--- config.mk ---
export PLATFORM = sky130hd
export DESIGN_NAME = id_ex_stage
export DESIGN_NICKNAME = d
export VERILOG_FILES = /design/src/rtl/core_pkg.sv /design/src/rtl/wb_bypass.sv /design/src/rtl/id_ex_stage.sv
export SDC_FILE = /design/constraint.sdc
export NUM_CORES = 1
export LEC_CHECK = 0
export ABC_AREA = 1
export CAP_MARGIN = 40
export CORE_ASPECT_RATIO = 1.2
export CORE_MARGIN = 2
export CORE_UTILIZATION = 38
export CTS_CLUSTER_DIAMETER = 50
export DETAILED_ROUTE_END_ITERATION = 12
export GPL_TIMING_DRIVEN = 1
export PLACE_DENSITY = 0.85
export SLEW_MARGIN = 20
export SYNTH_ARGS = -nofsm -noshare
export SYNTH_HDL_FRONTEND = slang
export SYNTH_SLANG_ARGS = --single-unit
--- constraint.sdc ---
create_clock -name clk -period 1.55 [get_ports clk]
set_input_delay 0.2325 -clock clk [delete_from_list [all_inputs] [get_ports clk]]
set_output_delay 0.2325 -clock clk [all_outputs]
set_load 0.02 [all_outputs]
--- src/rtl/core_pkg.sv ---
// Shared constants for the RV32I pipeline: datapath widths, the decoded-control
// bit that marks a load, and the hardwired-zero register index.
package core_pkg;
  localparam int         XLEN       = 32;
  localparam int         CTRL_W     = 16;
  localparam int         CTRL_MEMRD = 2;
  localparam logic [4:0] REG_X0     = 5'd0;
endpackage

--- src/rtl/wb_bypass.sv ---
// Write-back bypass: returns the write-back data when it targets the source
// register in the same cycle, otherwise the stored data. x0 is never bypassed.
module wb_bypass #(
  parameter int W = core_pkg::XLEN
) (
  input  logic         wb_we_i,
  input  logic [4:0]   wb_rd_i,
  input  logic [W-1:0] wb_wd_i,
  input  logic [4:0]   rs_i,
  input  logic [W-1:0] rd_data_i,
  output logic [W-1:0] data_o
);
  import core_pkg::*;

  // Compare-and-select against the in-flight write.
  always_comb begin
    data_o = rd_data_i;
    if (wb_we_i && (wb_rd_i != REG_X0) && (wb_rd_i == rs_i)) data_o = wb_wd_i;
  end
endmodule

--- src/rtl/id_ex_stage.sv ---
// ID/EX pipeline register. Captures the decoded instruction and its operands,
// covers the register file's missing internal forwarding, inserts one bubble
// per load-use hazard, and obeys EX hold and branch flush.
module id_ex_stage #(
  parameter int XLEN   = core_pkg::XLEN,
  parameter int CTRL_W = core_pkg::CTRL_W
) (
  input  logic              clk,
  input  logic              rst_n,
  input  logic              id_valid,
  input  logic [XLEN-1:0]   id_pc,
  input  logic [4:0]        id_rs1,
  input  logic [4:0]        id_rs2,
  input  logic              id_use_rs1,
  input  logic              id_use_rs2,
  input  logic [4:0]        id_rd,
  input  logic [XLEN-1:0]   id_imm,
  input  logic [CTRL_W-1:0] id_ctrl,
  input  logic [XLEN-1:0]   rf_rd1,
  input  logic [XLEN-1:0]   rf_rd2,
  input  logic              wb_we,
  input  logic [4:0]        wb_rd,
  input  logic [XLEN-1:0]   wb_wd,
  input  logic              ex_hold,
  input  logic              flush,
  output logic              id_stall,
  output logic              ex_valid,
  output logic [XLEN-1:0]   ex_pc,
  output logic [XLEN-1:0]   ex_imm,
  output logic [4:0]        ex_rs1,
  output logic [4:0]        ex_rs2,
  output logic [4:0]        ex_rd,
  output logic [CTRL_W-1:0] ex_ctrl,
  output logic [XLEN-1:0]   ex_op1,
  output logic [XLEN-1:0]   ex_op2
);
  import core_pkg::*;

  localparam int NOPS = 2;

  logic                      ex_valid_q, ex_valid_d;
  logic [XLEN-1:0]           ex_pc_q, ex_pc_d, ex_imm_q, ex_imm_d;
  logic [4:0]                ex_rd_q, ex_rd_d;
  logic [CTRL_W-1:0]         ex_ctrl_q, ex_ctrl_d;
  logic [NOPS-1:0][4:0]      ex_rs_q, ex_rs_d, id_rs;
  logic [NOPS-1:0][XLEN-1:0] ex_op_q, ex_op_d, rf_rd, op_n, hold_op;
  logic [NOPS-1:0]           id_use;
  logic                      load_use;

  assign id_rs  = {id_rs2, id_rs1};
  assign rf_rd  = {rf_rd2, rf_rd1};
  assign id_use = {id_use_rs2, id_use_rs1};

  // One bypass per operand on the ID side, one per operand to refresh held EX.
  for (genvar g = 0; g < NOPS; g++) begin : g_op
    wb_bypass #(.W(XLEN)) u_id_byp (
      .wb_we_i(wb_we), .wb_rd_i(wb_rd), .wb_wd_i(wb_wd),
      .rs_i(id_rs[g]), .rd_data_i(rf_rd[g]), .data_o(op_n[g])
    );
    wb_bypass #(.W(XLEN)) u_ex_byp (
      .wb_we_i(wb_we), .wb_rd_i(wb_rd), .wb_wd_i(wb_wd),
      .rs_i(ex_rs_q[g]), .rd_data_i(ex_op_q[g]), .data_o(hold_op[g])
    );
  end

  // Load in EX whose result the ID instruction actually reads.
  always_comb begin
    load_use = 1'b0;
    if (ex_valid_q && ex_ctrl_q[CTRL_MEMRD] && (ex_rd_q != REG_X0) && id_valid)
      load_use = (id_use[0] && (id_rs[0] == ex_rd_q)) ||
                 (id_use[1] && (id_rs[1] == ex_rd_q));
  end

  // A flushed instruction is discarded, so it never needs to stall.
  assign id_stall = ex_hold || (load_use && !flush);

  // Next-state priority: hold (with operand refresh) > flush/load-use bubble > capture.
  always_comb begin
    ex_valid_d = ex_valid_q;
    ex_pc_d    = ex_pc_q;
    ex_imm_d   = ex_imm_q;
    ex_rs_d    = ex_rs_q;
    ex_rd_d    = ex_rd_q;
    ex_ctrl_d  = ex_ctrl_q;
    ex_op_d    = ex_op_q;
    if (ex_hold) begin
      ex_op_d = hold_op;
    end else if (flush || load_use) begin
      ex_valid_d = 1'b0;
      ex_pc_d    = '0;
      ex_imm_d   = '0;
      ex_rs_d    = '0;
      ex_rd_d    = REG_X0;
      ex_ctrl_d  = '0;
      ex_op_d    = '0;
    end else begin
      ex_valid_d = id_valid;
      ex_pc_d    = id_pc;
      ex_imm_d   = id_imm;
      ex_rs_d    = id_rs;
      ex_rd_d    = id_rd;
      ex_ctrl_d  = id_valid ? id_ctrl : '0;
      ex_op_d    = op_n;
    end
  end

  // Stage register; reset empties the slot immediately.
  always_ff @(posedge clk or negedge rst_n) begin
    if (!rst_n) begin
      ex_valid_q <= 1'b0;
      ex_pc_q    <= '0;
      ex_imm_q   <= '0;
      ex_rs_q    <= '0;
      ex_rd_q    <= REG_X0;
      ex_ctrl_q  <= '0;
      ex_op_q    <= '0;
    end else begin
      ex_valid_q <= ex_valid_d;
      ex_pc_q    <= ex_pc_d;
      ex_imm_q   <= ex_imm_d;
      ex_rs_q    <= ex_rs_d;
      ex_rd_q    <= ex_rd_d;
      ex_ctrl_q  <= ex_ctrl_d;
      ex_op_q    <= ex_op_d;
    end
  end

  assign ex_valid = ex_valid_q;
  assign ex_pc    = ex_pc_q;
  assign ex_imm   = ex_imm_q;
  assign ex_rs1   = ex_rs_q[0];
  assign ex_rs2   = ex_rs_q[1];
  assign ex_rd    = ex_rd_q;
  assign ex_ctrl  = ex_ctrl_q;
  assign ex_op1   = ex_op_q[0];
  assign ex_op2   = ex_op_q[1];
endmodule

Word level (Yosys, flattened, before mapping)
Index checks and enable logic that the tools add are counted.
W data, S select, Z words.
{"block": "word_totals", "ff_bits": 160, "input_bits": 204, "out_inout_bits": 161, "wordCells": 48}
{"block": "classes", "eq_ne": 8, "n_mux": 14, "n_reduce_logical": 17}
{"operator": "$mux W32", "n": 6}
{"operator": "$mux W64", "n": 2}
{"operator": "$mux W16", "n": 2}
{"operator": "$eq A5 B5 Y1", "n": 6}
{"operator": "$logic_and A1 B1 Y1", "n": 11}
{"operator": "$mux W10", "n": 1}
{"operator": "$reduce_bool A5 Y1", "n": 2}
{"operator": "$mux W5", "n": 1}
{"operator": "$ne A2 B1 Y1 const B", "n": 2}
{"operator": "$logic_or A1 B1 Y1", "n": 3}
{"operator": "$mux W1", "n": 2}
{"operator": "$logic_not A1 Y1", "n": 1}

Longest topological paths before layout
{"block": "logic_depth", "depth_word": 7, "mapped_depth": 11, "ltp_nobuf": 9}

Hierarchy
A second synthesis with hierarchy kept.
{"block": "hier_totals", "hier_cells": 1335, "hier_area_um2": 9668.0}
{"mod": "id_ex_stage", "instances": 1, "cells_per_inst": 787, "area_per_inst_um2": 7010.5, "seq_area_each_um2": 4003.8}
{"mod": "wb_bypass", "instances": 4, "cells_per_inst": 137, "area_per_inst_um2": 664.4, "seq_area_each_um2": 0.0}

Worst setup path before layout
OpenSTA, ideal clock, no wires.
{"block": "synth_path", "path_type": "reg2reg", "startpoint": "register ex_rd_q[3] (netlist: ex_rd[3])", "endpoint": "register ex_op_q, in the netlist ex_op2[10]", "arrival_time_ps": 1478, "required_time_ps": 1473, "path_slack_ps": -5, "path_stages_with_launch": 11, "n_path_buf": 1, "cell_sequence": "dfrtp_1 -> inv_2 -> nand2_1 -> nand2_1 -> nor2_1 -> nand3_1 -> nand2_1 -> a21oi_4 -> buf_1 -> nand2_1 -> a21oi_1"}
{"block": "synth_via", "elab_chain_cells": 7, "word_cells_on_any_way": 12, "cone_classes": "eq/ne: 2; mux: 3; reduce/logical: 7"}
{"element": "start, declared", "line_no": "id_ex_stage.sv:43", "source": "logic [4:0] ex_rd_q, ex_rd_d;"}
{"element": "start signal, assigned", "line_no": "id_ex_stage.sv:122", "source": "ex_rd_q <= ex_rd_d;"}
{"element": "$eq A5 B5 Y1, or another cell as far along", "line_no": "id_ex_stage.sv:70", "source": "load_use = (id_use[0] && (id_rs[0] == ex_rd_q)) ||"}
{"element": "$logic_and A1 B1 Y1 (on tied branches)", "line_no": "id_ex_stage.sv:70, id_ex_stage.sv:71, id_ex_stage.sv:69"}
{"element": "$logic_or A1 B1 Y1 / $logic_and A1 B1 Y1 (equally long branches)", "line_no": "id_ex_stage.sv:70, id_ex_stage.sv:69"}
{"element": "$mux W1 (*)", "line_no": "id_ex_stage.sv:69", "source": "if (ex_valid_q && ex_ctrl_q[CTRL_MEMRD] && (ex_rd_q != REG_X0) && id_valid)"}
{"element": "$logic_or A1 B1 Y1 (*)", "line_no": "id_ex_stage.sv:88", "source": "end else if (flush || load_use) begin"}
{"element": "$mux W64 (*)", "line_no": "id_ex_stage.sv:88"}
{"element": "$mux W64 (*)", "line_no": "id_ex_stage.sv:86", "source": "if (ex_hold) begin"}
{"element": "end signal, assigned", "line_no": "id_ex_stage.sv:124", "source": "ex_op_q <= ex_op_d;"}
{"element": "end, declared", "line_no": "id_ex_stage.sv:46", "source": "logic [NOPS-1:0][XLEN-1:0] ex_op_q, ex_op_d, rf_rd, op_n, hold_op;"}
Every way passes the cells marked *; elsewhere a longest branch is shown, timed or not.
A chain may end at the register's enable or synchronous reset.

Worst setup path after layout
{"block": "layout_path", "startpoint": "register ex_rd_q[3] (netlist: ex_rd[3])", "endpoint": "register ex_op_q, in the netlist ex_op1[31]"}
Same word-level chain as after synthesis.

==> impl_metrics.ini <==
[place]
dpl.cell_count = 1706
io_buffer_count = 364
place.gp.congestion = 0.8825
place_hpwl_microns = 21540
place_ws_ps = -605.6

[floorplanning]
dieArea_sq_mm = 0.02219
die_y_microns = 162.8
io-pin-count = 365
coreArea_sq_mm = 0.02083
die_w_microns = 136.3
fp-row-count = 58
start_util_pct = 38.34

[timing]
finalCritPeriodShare_pct = 127.8
setup_viol = 162
final_max_slew_viol_count = 0
finalWorstPathRequiredPeriod_ps = 1981
slew_headroom_pct = 70.08
rsz0062_at_grt = true
timing.fmax_mhz = 504.9
fin_ws_ps = -430.5
finalHoldViolCount = 0
worst_pin_slew_ps = 444.1
fin_skew_ps = 12.68

[worst_hold_path]
hold_path_class = input pin to flop
worstHoldStart = id_rs1[4]
hold_path_end = ex_rs1[4]
min_path_cells = 3

[critical_path]
crit_arrival_ps = 2340
crit_start = ex_rd[3]
r2r_cells = 13
worstReg2RegEnd = ex_op1[31]
crit_type = flop to flop
r2r_setup_slack_ps = -430
cp-end-kind = flop
crit_required_ps = 1910
worst_setup_path_start_kind = flop
r2r_start = ex_rd[3]
critPathMaxFanout = 8

[clock_tree]
cts_tree = built
cts-htree-levels = 4
clk_latency_ps = 430
clk_pin_slew_ps = 70
numClockSinks = 160
clock-root-buffer = clkbuf_16
cts_max_path_buffers = 2
cts_buffers = 17

[synth]
syn_area_sq_mm = 0.007985
synthTopCellsByArea = dfrtp_1 50%, nand2_1 23%, o21ai_0 4.3%, a21oi_1 4.0%, nor2_1 3.6%
ys_types = 23
syn_nets = 1280
yosysWarnings = 0
synth_largest_area_cell = dfrtp_1
avgSynthCellArea_sq_um = 7.421
ys_seq_area_share_pct = 50.14
syn_inst = 1076
synth_top_area_share_pct = 50.14
synth_seq_cells = 160

[route]
drc = 0
routed_wl_microns = 35280
via_per_inst = 5.445
drtIter0Drc = 793
wl_per_cell_microns = 19.75
first_pass_iters = 5
postRouteAntennaNets = 0
num_vias = 9724

[pwr]
seq_power_share_pct = 37.4
switching_share_pct = 34.09
power_switching_mw = 4.307
clkPwrFrac_pct = 34.2
ir_drop_uv = 745.0
power_density_mw_per_mm2 = 850.5
combPwrFrac_pct = 28.4
power_mw = 12.63
p_int_mw = 8.327
p_leak_nw = 7.597

[global_routing]
antenna_found_initial = 2
grt_pass1_vias = 9826
grt_pass1_wl_microns = 51770
grt_usage_pct = 30.28
grt_overflow = 0
grt_max_degree = 80

[run]
max-cap-violations = 0

[cells_and_area]
area_growth_syn_to_layout_pct = 86.02
layout-drive-gt1-share_pct = 28.32
final_cell_mix = 329 x nand2_1, 197 x clkdlybuf4s50_1, 157 x dfrtp_1
layout.cells.non_filler = 1786
fin_nets = 1706
final_common_cell = nand2_1
fin_util_pct = 71.32

[outcome]
violations = setup timing
status = finished, violations left
-- registers in the layout (all words and copies together), names as in the netlist, 5 cells and up --
signal   cells
ex_rd        5
ex_ctrl     16
ex_rs1       5
ex_op2      32
ex_rs2       5
ex_pc       32
ex_op1      32
ex_imm      32
-- logic make-up after synthesis --
| kind of cell | count (synthesis) | share of synthesized area (%) |
|---|---|---|
| AO/OA/AOI/OAI | 135 | 8.634 |
| XOR/XNOR | 20 | 2.194 |
| buffers and inverters | 95 | 5.375 |
| flip-flops | 160 | 50.14 |
| AND/OR/NAND/NOR | 666 | 33.66 |
-- how the worst max path moves through the flow --
stage | endpoint | slack (ps) | depth (start not counted)
after floorplan | ex_op1[22] | -0.9 | 10
after global placement | ex_op1[29] | -520 | 10
after detailed placement | ex_op1[10] | -610 | 10
after CTS | id_stall | -410 | 9
after global routing | id_stall | -510 | 9
final | ex_op1[31] | -430 | 13
-- critical path, cell delays in order, from the launching register on --
cell and delay (ps):
dfrtp_1 430, inv_2 130, nand2_2 60, nand2_2 100, nor2_2 50, nand3_1 80
nand2_2 100, a21oi_4 220, buf_6 150, buf_12 140, buf_12 120, buf_16 150
nand2_4 50, a21oi_2 120
-- per-stage QoR --
step,setup TNS [ps],cell area [sq um],hold slack (ps)
2_1_floorplan,-18.51,7988,-63.09
3_3_place_gp,-67730,12400,157.7
3_5_place_dp,-70890,12400,153.9
4_1_cts,-39710,14400,232.5
5_1_grt,-58040,14850,170.7
6_report,-47290,14850,145.6
-- layout make-up --
class	instances	area, sq um
inverter	21	83.83
fill	1430	5973
sequential	160	4008
antenna	1	2.502
timing repair buffer	481	5114
clock buffer	17	425.4
multi-input combinational	821	4707
clock inverter	15	176.4
tap	270	337.8
-- power by group through the flow --
stage	Clock, mW	Combinational (mW)	Sequential (mW)
global route	4.54	3.81	4.76
CTS	4.34	3.34	4.72
floorplan	0	0.808	5.21
finish	4.31	3.59	4.73
detailed placement	0	3.07	4.80
global placement	0	3.03	4.79
-- what timing repair did --
item	in CTS	in global routing
endpoints found under the hold margin	27	0
endpoints found under the setup margin	305	172
buffers inserted	29	11
hold buffers	1	0
pin swaps	62	62
resized for setup	461	133
cloned	13	3
-- Yosys cell counts --
cell	instances
nand3_1	55
buf_4	5
inv_1	14
o21ai_0	69
dfrtp_1	160
nor2_2	4
nand2_1	493
nand2_2	1
buf_1	4
inv_2	6
xor2_1	10
nor2_1	76
a21oi_1	64
nor3_1	1
nand4_1	32
a21oi_4	1
nor3_2	1
inv_4	1
clkbuf_1	24
buf_2	41
xnor2_1	10
nand3_2	3
o21bai_1	1
-- layer usage --
| metal | wire, microns | track usage [%] | vias to the layer above | part of all wire [%] |
|---|---|---|---|---|
| met5 | 16 | 0 | - | 0.045 |
| met4 | 1995 | 16.90 | 2 | 5.7 |
| met3 | 3214 | 7.812 | 170 | 9.1 |
| met2 | 17580 | 50.82 | 650 | 50 |
| met1 | 12480 | 35.02 | 4600 | 35 |
| li1 | - | - | 4302 | - |
Power figures use the tool's default switching activity.
